## config.mk

```make
export PLATFORM = sky130hd
export DESIGN_NAME = trigger_link_tx_sequencer
export DESIGN_NICKNAME = d
export VERILOG_FILES = /design/src/rtl/trigger_link_tx_sequencer.sv
export SDC_FILE = /design/constraint.sdc
export NUM_CORES = 1
export LEC_CHECK = 0
export CORE_ASPECT_RATIO = 1.4
export CORE_MARGIN = 2
export CORE_UTILIZATION = 56
export CTS_CLUSTER_DIAMETER = 30
export DETAILED_ROUTE_END_ITERATION = 7
export DONT_BUFFER_PORTS = 1
export PLACE_DENSITY = 0.74
export SYNTH_ARGS = -nofsm -noshare
export SYNTH_HDL_FRONTEND = slang
export SYNTH_SLANG_ARGS = --single-unit
```

## constraint.sdc

```tcl
create_clock -name clk_40 -period 2.3 [get_ports clk_40]
set_input_delay 0.69 -clock clk_40 [delete_from_list [all_inputs] [get_ports clk_40]]
set_output_delay 0.69 -clock clk_40 [all_outputs]
set_load 0.01 [all_outputs]
```

## src/rtl/trigger_link_tx_sequencer.sv

```systemverilog
// TX bring-up/recovery sequencer for one trigger-link GT transmitter; registered outputs, no backpressure.
// Lock loss in READY faults directly unless TRIG_LINK_AUTO_RECOVER_EN is defined (then it takes the retry path).
module trigger_link_tx_sequencer #(
   parameter int PLL_RST_CYCLES = 16,
   parameter int LOCK_TIMEOUT   = 4096,
   parameter int GT_RST_CYCLES  = 16,
   parameter int DONE_TIMEOUT   = 4096,
   parameter int MAX_RETRIES    = 7
) (
   input  logic       clk_40,
   input  logic       reset_n,
   input  logic       restart_i,
   input  logic       pll_lock_i,
   input  logic       tx_resetdone_i,
   output logic       pll_reset_o,
   output logic       gt_tx_reset_o,
   output logic       link_ready_o,
   output logic       fault_o,
   output logic [2:0] state_o,
   output logic [7:0] retry_cnt_o,
   output logic [7:0] lock_loss_cnt_o
);

   localparam int MAX_WAIT = (LOCK_TIMEOUT > DONE_TIMEOUT) ? LOCK_TIMEOUT : DONE_TIMEOUT;
   localparam int MAX_RST  = (PLL_RST_CYCLES > GT_RST_CYCLES) ? PLL_RST_CYCLES : GT_RST_CYCLES;
   localparam int MAX_T    = (MAX_WAIT > MAX_RST) ? MAX_WAIT : MAX_RST;
   localparam int TW       = $clog2(MAX_T + 1);

   localparam logic [2:0] ST_IDLE      = 3'd0;
   localparam logic [2:0] ST_PLL_RST   = 3'd1;
   localparam logic [2:0] ST_WAIT_LOCK = 3'd2;
   localparam logic [2:0] ST_GT_RST    = 3'd3;
   localparam logic [2:0] ST_WAIT_DONE = 3'd4;
   localparam logic [2:0] ST_READY     = 3'd5;
   localparam logic [2:0] ST_FAULT     = 3'd6;

   logic [1:0]    lock_sync;
   logic [1:0]    done_sync;
   logic          lock_s;
   logic          done_s;
   logic [TW-1:0] timer;
   logic [2:0]    nxt_state;
   logic          do_retry;
   logic          lock_loss;

   assign lock_s = lock_sync[1];
   assign done_s = done_sync[1];

   always_ff @(posedge clk_40) begin
      if (!reset_n) begin
         lock_sync <= '0;
         done_sync <= '0;
      end else begin
         lock_sync <= {lock_sync[0], pll_lock_i};
         done_sync <= {done_sync[0], tx_resetdone_i};
      end
   end

   always_comb begin
      nxt_state = state_o;
      do_retry  = 1'b0;
      lock_loss = 1'b0;
      case (state_o)
         ST_IDLE:      nxt_state = ST_PLL_RST;
         ST_PLL_RST:   if (timer == TW'(PLL_RST_CYCLES - 1)) nxt_state = ST_WAIT_LOCK;
         ST_WAIT_LOCK: begin
            if (lock_s)                                nxt_state = ST_GT_RST;
            else if (timer == TW'(LOCK_TIMEOUT - 1))   do_retry  = 1'b1;
         end
         ST_GT_RST: begin
            if (!lock_s)                               do_retry  = 1'b1;
            else if (timer == TW'(GT_RST_CYCLES - 1))  nxt_state = ST_WAIT_DONE;
         end
         ST_WAIT_DONE: begin
            if (!lock_s)                               do_retry  = 1'b1;
            else if (done_s)                           nxt_state = ST_READY;
            else if (timer == TW'(DONE_TIMEOUT - 1))   do_retry  = 1'b1;
         end
         ST_READY: begin
            // resetdone glitches are the GT wrapper's business; only lock matters here
            if (!lock_s) begin
               lock_loss = 1'b1;
`ifdef TRIG_LINK_AUTO_RECOVER_EN
               do_retry  = 1'b1;
`else
               nxt_state = ST_FAULT;
`endif
            end
         end
         ST_FAULT:     nxt_state = ST_FAULT;
         default:      nxt_state = ST_IDLE;
      endcase
      if (do_retry)
         nxt_state = (retry_cnt_o == 8'(MAX_RETRIES)) ? ST_FAULT : ST_PLL_RST;
      if (restart_i)
         nxt_state = ST_PLL_RST;
   end

   always_ff @(posedge clk_40) begin
      if (!reset_n) begin
         state_o         <= ST_IDLE;
         timer           <= '0;
         retry_cnt_o     <= '0;
         lock_loss_cnt_o <= '0;
         pll_reset_o     <= 1'b1;
         gt_tx_reset_o   <= 1'b1;
         link_ready_o    <= 1'b0;
         fault_o         <= 1'b0;
      end else begin
         state_o <= nxt_state;

         if (restart_i || (nxt_state != state_o))
            timer <= '0;
         else if (timer != TW'(MAX_T))
            timer <= timer + 1'b1;

         if (restart_i)
            retry_cnt_o <= '0;
         else if (do_retry && (retry_cnt_o != 8'(MAX_RETRIES)) && (retry_cnt_o != 8'hFF))
            retry_cnt_o <= retry_cnt_o + 1'b1;

         if (lock_loss && !restart_i && (lock_loss_cnt_o != 8'hFF))
            lock_loss_cnt_o <= lock_loss_cnt_o + 1'b1;

         // outputs decoded from the next state so they line up with state_o
         pll_reset_o   <= (nxt_state == ST_IDLE) || (nxt_state == ST_PLL_RST) || (nxt_state == ST_FAULT);
         gt_tx_reset_o <= (nxt_state != ST_WAIT_DONE) && (nxt_state != ST_READY);
         link_ready_o  <= (nxt_state == ST_READY);
         fault_o       <= (nxt_state == ST_FAULT);
      end
   end

endmodule
```

==> results.tsv, run 1 <==
stage	metric	value	unit
status	status	finished, violations left	
status	failing checks	negative setup slack	
clocking	hold-fix buffers at CTS	0	
grt	vias in the first global route	1895	
place	Port Buffers	0	
clocking	Root Buffer	clkbuf_8	
synth	Post-Syn Nets	249	
critical_path	CP max stage delay	0.58	ns
floorplanning	Starting Density	58.30	%
cells_and_area	Fill cells	259	
critical_path	CP delay by family, top	simple AND/OR/NAND/NOR gates	
timing	Final Hold Fails	0	
power_and_ir_drop	pwr dens	473.7	mW/mm²
floorplanning	num rows	26	
synth	mux share of post-synthesis cell area	2.393	%
critical_path	type of element capturing the critical path	register	
critical_path	worst reg2reg setup slack	-0.05	ns
clocking	CTS Buf Count	5	
synth	largest family of logic cells by synthesized area	simple AND/OR/NAND/NOR gates	
critical_path	worst path cell trace	or4_1 -> or3_4 -> nor3_1 -> o211a_1 -> a311oi_2 -> buf_6 -> nor4_2	
critical_path	Buf/Inv on CP	1	
power_and_ir_drop	Pleak	0.001057	µW
cells_and_area	Post-Layout Cell Count	330	
critical_path	R2R depth	7	
drt	DRC	0	
drt	DR vias/cell	6.170	
clocking	H-tree Lvls	2	
timing	minimum clock period	2.351	ns
cells_and_area	Synth-to-Final Area Change	32.34	%
place	area of placed instances	0.002469	mm²
synth	ys flop type	dfxtp_1	
synth	complex-gate fraction of the synthesized area	15.94	%
critical_path	critical path class	register to register	
synth	Yosys warnings	0	
timing	max-slew violations	0	
synth	sequential share of the synthesized area	37.36	%
drt	WL per Instance	17.57	µm
timing	Slew @ Worst Pin	0.4099	ns
critical_path	RR Startpoint	retry_cnt_o[3]$_SDFFE_PP0P_	
clocking	TritonCTS clock tree	yes	
grt	first-pass GRT wire length	8852	µm
synth	Post-Synth Adder-Cell Area	2.335	%
hold_path	Worst Hold Endpoint	lock_sync[1]$_SDFF_PN0_	
synth	Cells after Synth	240	
clocking	Clock Path Buffers	2	
floorplanning	Die Wd	56.29	µm
drt	Vias	2036	
synth	simple-gate share of the synthesized area	31.58	%
timing	fmax	0.4253	GHz
timing	clock skew	0.005140	ns
timing	setup repair after global routing missed its margin	true	
grt	overflow left after global routing	0	
cells_and_area	design area	0.002836	mm²
job	maxcap violations	0	
cells_and_area	layout cell share with drive strength beyond 1	33.33	%
critical_path	Slowest cell on crit path	or4_1	
hold_path	Hold Crit Start	lock_sync[0]$_SDFF_PN0_	
critical_path	reg2reg end	timer[0]$_SDFFE_PP0P_	
clocking	clock sink count	40	
synth	XOR/XNOR Fraction of Synth Area	6.947	%
timing	relative slew slack	71.89	%
synth	Mapped Avg Cell Area	8.930	µm²
hold_path	Hold Path Class	register to register	
timing	Setup WS post-layout	-0.05101	ns
floorplanning	core area	0.003676	mm²
place	Placer Congestion	0.8835	
timing	Tcrit/Tclk final	102.2	%
synth	Post-synth EDFFs	0	
grt	largest net degree at the start of global routing	16	
floorplanning	I/O Pins	28	
drt	Final ANT Viol Nets	0	
synth	Post-Syn Area	0.002143	mm²
drt	WL final	5799	µm
timing	final setup fails	4	
power_and_ir_drop	Tot Pwr	1344	µW
power_and_ir_drop	VDD IR max	0.0005043	V
cells_and_area	# diodes	0	
synth	synthesis-stage register bit count	40	
place	Cells after DPL	310	
grt	global-route usage over all layers	25.30	%
floorplanning	Die Ht	77.20	µm
critical_path	Worst Path Arrival	2.56	ns
clocking	CTS clk-pin slew, worst paths	0.08	ns
floorplanning	die area	0.004345	mm²
clocking	clk_lat worst skew	0.30	ns
critical_path	Max FO, Critical Path	8	
critical_path	WP data required	2.50	ns
cells_and_area	fin nets	296	
grt	initial antenna violation count	0	
hold_path	hold depth	1	
timing	Setup TNS	-0.1168	ns
critical_path	startpoint class of the critical path	register	
place	dpl hpwl	3633	µm
drt	DRT iter0 DRCs	151	
synth	synth unique cells	47	
synth	Synth async-reset ratio	0	%
drt	DRT Pass-1 Iters	4	
-- cell families after synthesis --
logic type,count (synthesis)
AND/OR/NAND/NOR,116
AO/OA/AOI/OAI,41
flip-flops,40
XOR/XNOR,17
buffers and inverters,17
multiplexers,5
adder cells (fa/ha/maj),4
-- sequential cells by signal, summed over array words and instances, names as in the netlist --
| name | count |
|---|---|
| pll_reset_o | 1 |
| retry_cnt_o | 8 |
| lock_sync | 2 |
| link_ready_o | 1 |
| state_o | 3 |
| done_sync | 2 |
| timer | 13 |
| lock_loss_cnt_o | 8 |
| gt_tx_reset_o | 1 |
| fault_o | 1 |
-- layer usage --
layer / share of wire (%) / vias to the layer above / global-route usage, %
li1: - / 976 / -
met5: 0 / - / 0
met1: 37 / 980 / 29.28
met3: 4.8 / 17 / 5.565
met2: 55 / 63 / 45.29
met4: 2.9 / 0 / 8.333
-- per-stage QoR --
| step | hold WS [ns] | utilization (%) | setup WS (ns) |
|---|---|---|---|
| floorplan | 0.4119 | - | -0.01408 |
| global placement | 0.4153 | 67.15 | -0.1212 |
| detailed placement | 0.4186 | 67.15 | -0.2291 |
| CTS | 0.4364 | 71.95 | -0.01300 |
| global route | 0.4487 | 77.16 | -0.06320 |
| finish | 0.4338 | 77.16 | -0.05101 |
-- cell usage after synthesis (all sizes together) (2+ instances only) --
cell | number | area share, %
dfxtp | 40 | 37
nand2 | 19 | 3.4
nor2 | 15 | 2.6
nand3 | 14 | 3.3
nor4 | 14 | 4.1
a21oi | 12 | 2.8
xor2 | 12 | 4.9
and2 | 10 | 2.9
nand4 | 10 | 4.3
o21ai | 9 | 2.1
inv | 7 | 1.2
clkbuf | 6 | 1.1
nor2b | 6 | 1.8
nor3 | 6 | 1.4
or3 | 6 | 1.8
xnor2 | 5 | 2.0
buf | 4 | 1.2
ha | 4 | 2.3
mux2i | 4 | 1.9
o211a | 4 | 1.9
or4 | 4 | 1.4
a2111oi | 3 | 1.6
and3 | 3 | 0.88
and4 | 3 | 1.5
o31ai | 3 | 1.7
a21boi | 2 | 0.70
o21a | 2 | 0.70
-- cell usage in the layout (no fill, tap or decap), drive strengths merged, types with 7 or more instances in the layout --
| cell | instances |
|---|---|
| nand4 | 10 |
| buf | 50 |
| nor4 | 14 |
| a21oi | 12 |
| nand3 | 14 |
| xor2 | 12 |
| o21ai | 9 |
| nor2 | 15 |
| inv | 7 |
| dfxtp | 40 |
| nand2 | 19 |
| and2 | 10 |
-- worst max path at each step --
stage / from / end / slack (ns) / cells after the start
after floorplan: timer[0]$_SDFFE_PP0P_ / retry_cnt_o[7]$_SDFFE_PP0P_ / -0.01 / 7
after global placement: retry_cnt_o[3]$_SDFFE_PP0P_ / timer[9]$_SDFFE_PP0P_ / -0.12 / 7
after detailed placement: timer[0]$_SDFFE_PP0P_ / timer[0]$_SDFFE_PP0P_ / -0.23 / 7
after CTS: timer[0]$_SDFFE_PP0P_ / timer[9]$_SDFFE_PP0P_ / -0.01 / 9
after global routing: retry_cnt_o[3]$_SDFFE_PP0P_ / timer[3]$_SDFFE_PP0P_ / -0.06 / 7
final: retry_cnt_o[3]$_SDFFE_PP0P_ / timer[0]$_SDFFE_PP0P_ / -0.05 / 7
-- what timing repair did --
item | in CTS | in global routing
gates resized for setup | 6 | 24
buffers inserted | 4 | 7
pin swaps | 3 | 7
endpoints found under the setup margin | 16 | 16
cloned | 0 | 1
-- report_power, final --
| part | internal (µW) | switching (µW) |
|---|---|---|
| registers | 697 | 4.42 |
| logic | 33.7 | 40.4 |
| clock network | 322 | 246 |
| total | 1050 | 291 |
-- layout make-up --
type | instances | area, µm² | share of cell area (%)
multi-input cells | 183 | 1435 | 50.60
flip-flops and latches | 40 | 808.3 | 28.50
repair buffers | 50 | 406.6 | 14.34
clock buffers | 6 | 72.57 | 2.558
well taps | 42 | 52.55 | 1.853
clock inverters | 2 | 35.03 | 1.235
inverters | 7 | 26.28 | 0.9263
Power figures use the tool's default switching activity.
==> inputs of run 2 (changes only) <==
- CTS_BUF_LIST: unset -> sky130_fd_sc_hd__clkbuf_16
- MAX_ROUTING_LAYER: unset -> met4
==> run 2 against run 1 <==
Utilization grew 3.0 points. Highest routed layer unchanged. Global-route usage grew 1.9 points. Routed wire length grew 2.8%. Combinational power grew 7.4%. Sequential share of layout area shrank 1.1 points. The flow now finishes without violations. Clock skew shrank 0.0020 ns. Critical path type unchanged. Sequential power is essentially flat. Non-clock buffer count grew 5. Hold slack lost 0.0043 ns.
==> results.tsv, run 2 (synthesized netlist as in run 1, its figures left out) <==
stage	metric	value	unit
job	maxcap violations	0	
clocking	clock sink count	40	
hold_path	Worst Hold Endpoint	lock_sync[1]$_SDFF_PN0_	
power_and_ir_drop	pwr dens	527.7	mW/mm²
critical_path	WP data required	2.47	ns
floorplanning	num rows	26	
clocking	CTS clk-pin slew, worst paths	0.06	ns
critical_path	Critical Path Most Common Cell	buf_6	
drt	DR vias/cell	6.051	
timing	Slew @ Worst Pin	0.4039	ns
cells_and_area	Synth-to-Final Area Change	37.54	%
clocking	Clock Path Buffers	2	
cells_and_area	fin nets	301	
clocking	H-tree Lvls	2	
cells_and_area	commonest cells after routing, fill and taps aside	buf_4 (47), dfxtp_1 (36), nand2_1 (18)	
cells_and_area	Top reg by flops	timer	
cells_and_area	Largest register FFs	13	
cells_and_area	# diodes	0	
critical_path	CP delay by family, top	buffers and inverters	
critical_path	reg2reg end	timer[10]$_SDFFE_PP0P_	
critical_path	Buf/Inv on CP	4	
place	dpl hpwl	3633	µm
clocking	CTS Buf Count	5	
critical_path	Max FO, Critical Path	6	
timing	Final Hold Fails	0	
critical_path	Slowest cell on crit path	dfxtp_4	
critical_path	critical path class	register to register	
critical_path	R2R depth	11	
clocking	hold-fix buffers at CTS	0	
drt	WL per Instance	17.79	µm
timing	clock skew	0.003164	ns
power_and_ir_drop	VDD IR max	0.0004844	V
timing	minimum clock period	2.283	ns
critical_path	type of element capturing the critical path	register	
critical_path	Worst Path Arrival	2.45	ns
floorplanning	I/O Pins	28	
hold_path	hold depth	1	
grt	global-route usage over all layers	27.24	%
clocking	TritonCTS clock tree	yes	
floorplanning	Die Ht	77.20	µm
critical_path	worst reg2reg setup slack	0.02	ns
floorplanning	die area	0.004345	mm²
floorplanning	Starting Density	58.30	%
cells_and_area	Regs by FF count	timer x13, lock_loss_cnt_o x8, retry_cnt_o x8	
timing	final setup fails	0	
critical_path	startpoint class of the critical path	register	
drt	DRT iter0 DRCs	99	
grt	largest net degree at the start of global routing	16	
grt	vias in the first global route	1928	
timing	fmax	0.4381	GHz
drt	WL met1	2388	µm
grt	first-pass GRT wire length	9149	µm
hold_path	Hold Path Class	register to register	
timing	relative slew slack	72.79	%
clocking	clk_lat worst skew	0.28	ns
cells_and_area	layout cell share with drive strength beyond 1	33.79	%
drt	Vias	2027	
place	Cells after DPL	310	
critical_path	CP max stage delay	0.36	ns
place	area of placed instances	0.002469	mm²
timing	setup repair after global routing missed its margin	true	
grt	overflow left after global routing	0	
timing	Tcrit/Tclk final	99.24	%
floorplanning	core area	0.003676	mm²
hold_path	Hold Crit Start	lock_sync[0]$_SDFF_PN0_	
critical_path	worst path cell trace	ha_4 -> and4_4 -> nand4_4 -> o41ai_4 -> buf_6 -> buf_6 -> nand2_4 -> buf_6 -> o211ai_1 -> buf_4 -> nor4_1	
cells_and_area	commonest non-fill, non-tap cell in the layout	buf_4	
place	Placer Congestion	0.8982	
floorplanning	Die Wd	56.29	µm
cells_and_area	design area	0.002948	mm²
grt	initial antenna violation count	0	
clocking	Root Buffer	clkbuf_16	
drt	WL final	5961	µm
place	Port Buffers	0	
critical_path	RR Startpoint	timer[0]$_SDFFE_PP0P_	
drt	DR WL met2	3269	µm
drt	routed wl met3	186	µm
drt	Max Used Layer	met4	
power_and_ir_drop	Pleak	0.001113	µW
status	status	completed	
drt	DRC	0	
drt	DRT Pass-1 Iters	4	
drt	Final ANT Viol Nets	0	
cells_and_area	Post-Layout Cell Count	335	
timing	max-slew violations	0	
-- run 2: cell type report --
type,instances,area (µm²)
inverters,7,26.28
fillers,245,728.2
flip-flops and latches,40,808.3
well taps,42,52.55
repair buffers,55,460.4
multi-input cells,183,1436
clock inverters,3,38.79
clock buffers,5,125.1
-- run 2: report_power, final --
group	switching, µW	total (µW)	internal, µW
logic	41.6	79.6	38.0
registers	4.49	702	698
clock network	268	774	505
-- run 2: timing repair --
action | CTS | global route
endpoints found under the setup margin | 16 | 16
setup buffers | 5 | 11
cloned | 0 | 1
pin swaps | 4 | 4
gates resized for setup | 7 | 25
-- run 2: metal layers --
metal	up-vias	track usage, %
met5	-	-
met4	0	9.524
met3	11	5.902
met2	39	48.24
met1	987	29.59
li1	990	-
-- run 2: worst max-delay path by stage --
stage                             endpoint  depth (start not counted)                         from  slack (ns)
6_report            timer[10]$_SDFFE_PP0P_                         11        timer[0]$_SDFFE_PP0P_        0.02
4_1_cts              timer[2]$_SDFFE_PP0P_                          9        timer[0]$_SDFFE_PP0P_      0.0008
3_5_place_dp         timer[0]$_SDFFE_PP0P_                          7        timer[0]$_SDFFE_PP0P_       -0.23
2_1_floorplan  retry_cnt_o[7]$_SDFFE_PP0P_                          7        timer[0]$_SDFFE_PP0P_       -0.01
5_1_grt             timer[10]$_SDFFE_PP0P_                          9        state_o[1]$_SDFF_PN0_       -0.06
3_3_place_gp         timer[9]$_SDFFE_PP0P_                          7  retry_cnt_o[3]$_SDFFE_PP0P_       -0.12
-- run 2: through the flow --
step / util, % / setup TNS (ns) / total power, µW / hold WS (ns) / setup WS (ns)
finish: 80.19 / 0 / 1556 / 0.4295 / 0.01746
global route: 80.19 / -0.5401 / 1600 / 0.4435 / -0.06151
CTS: 74.85 / 0 / 1550 / 0.4321 / 0.0007749
detailed placement: 67.15 / -2.771 / 768.8 / 0.4186 / -0.2291
global placement: 67.15 / -1.501 / 767.7 / 0.4153 / -0.1212
floorplan: - / -0.1213 / 757.8 / 0.4119 / -0.01408
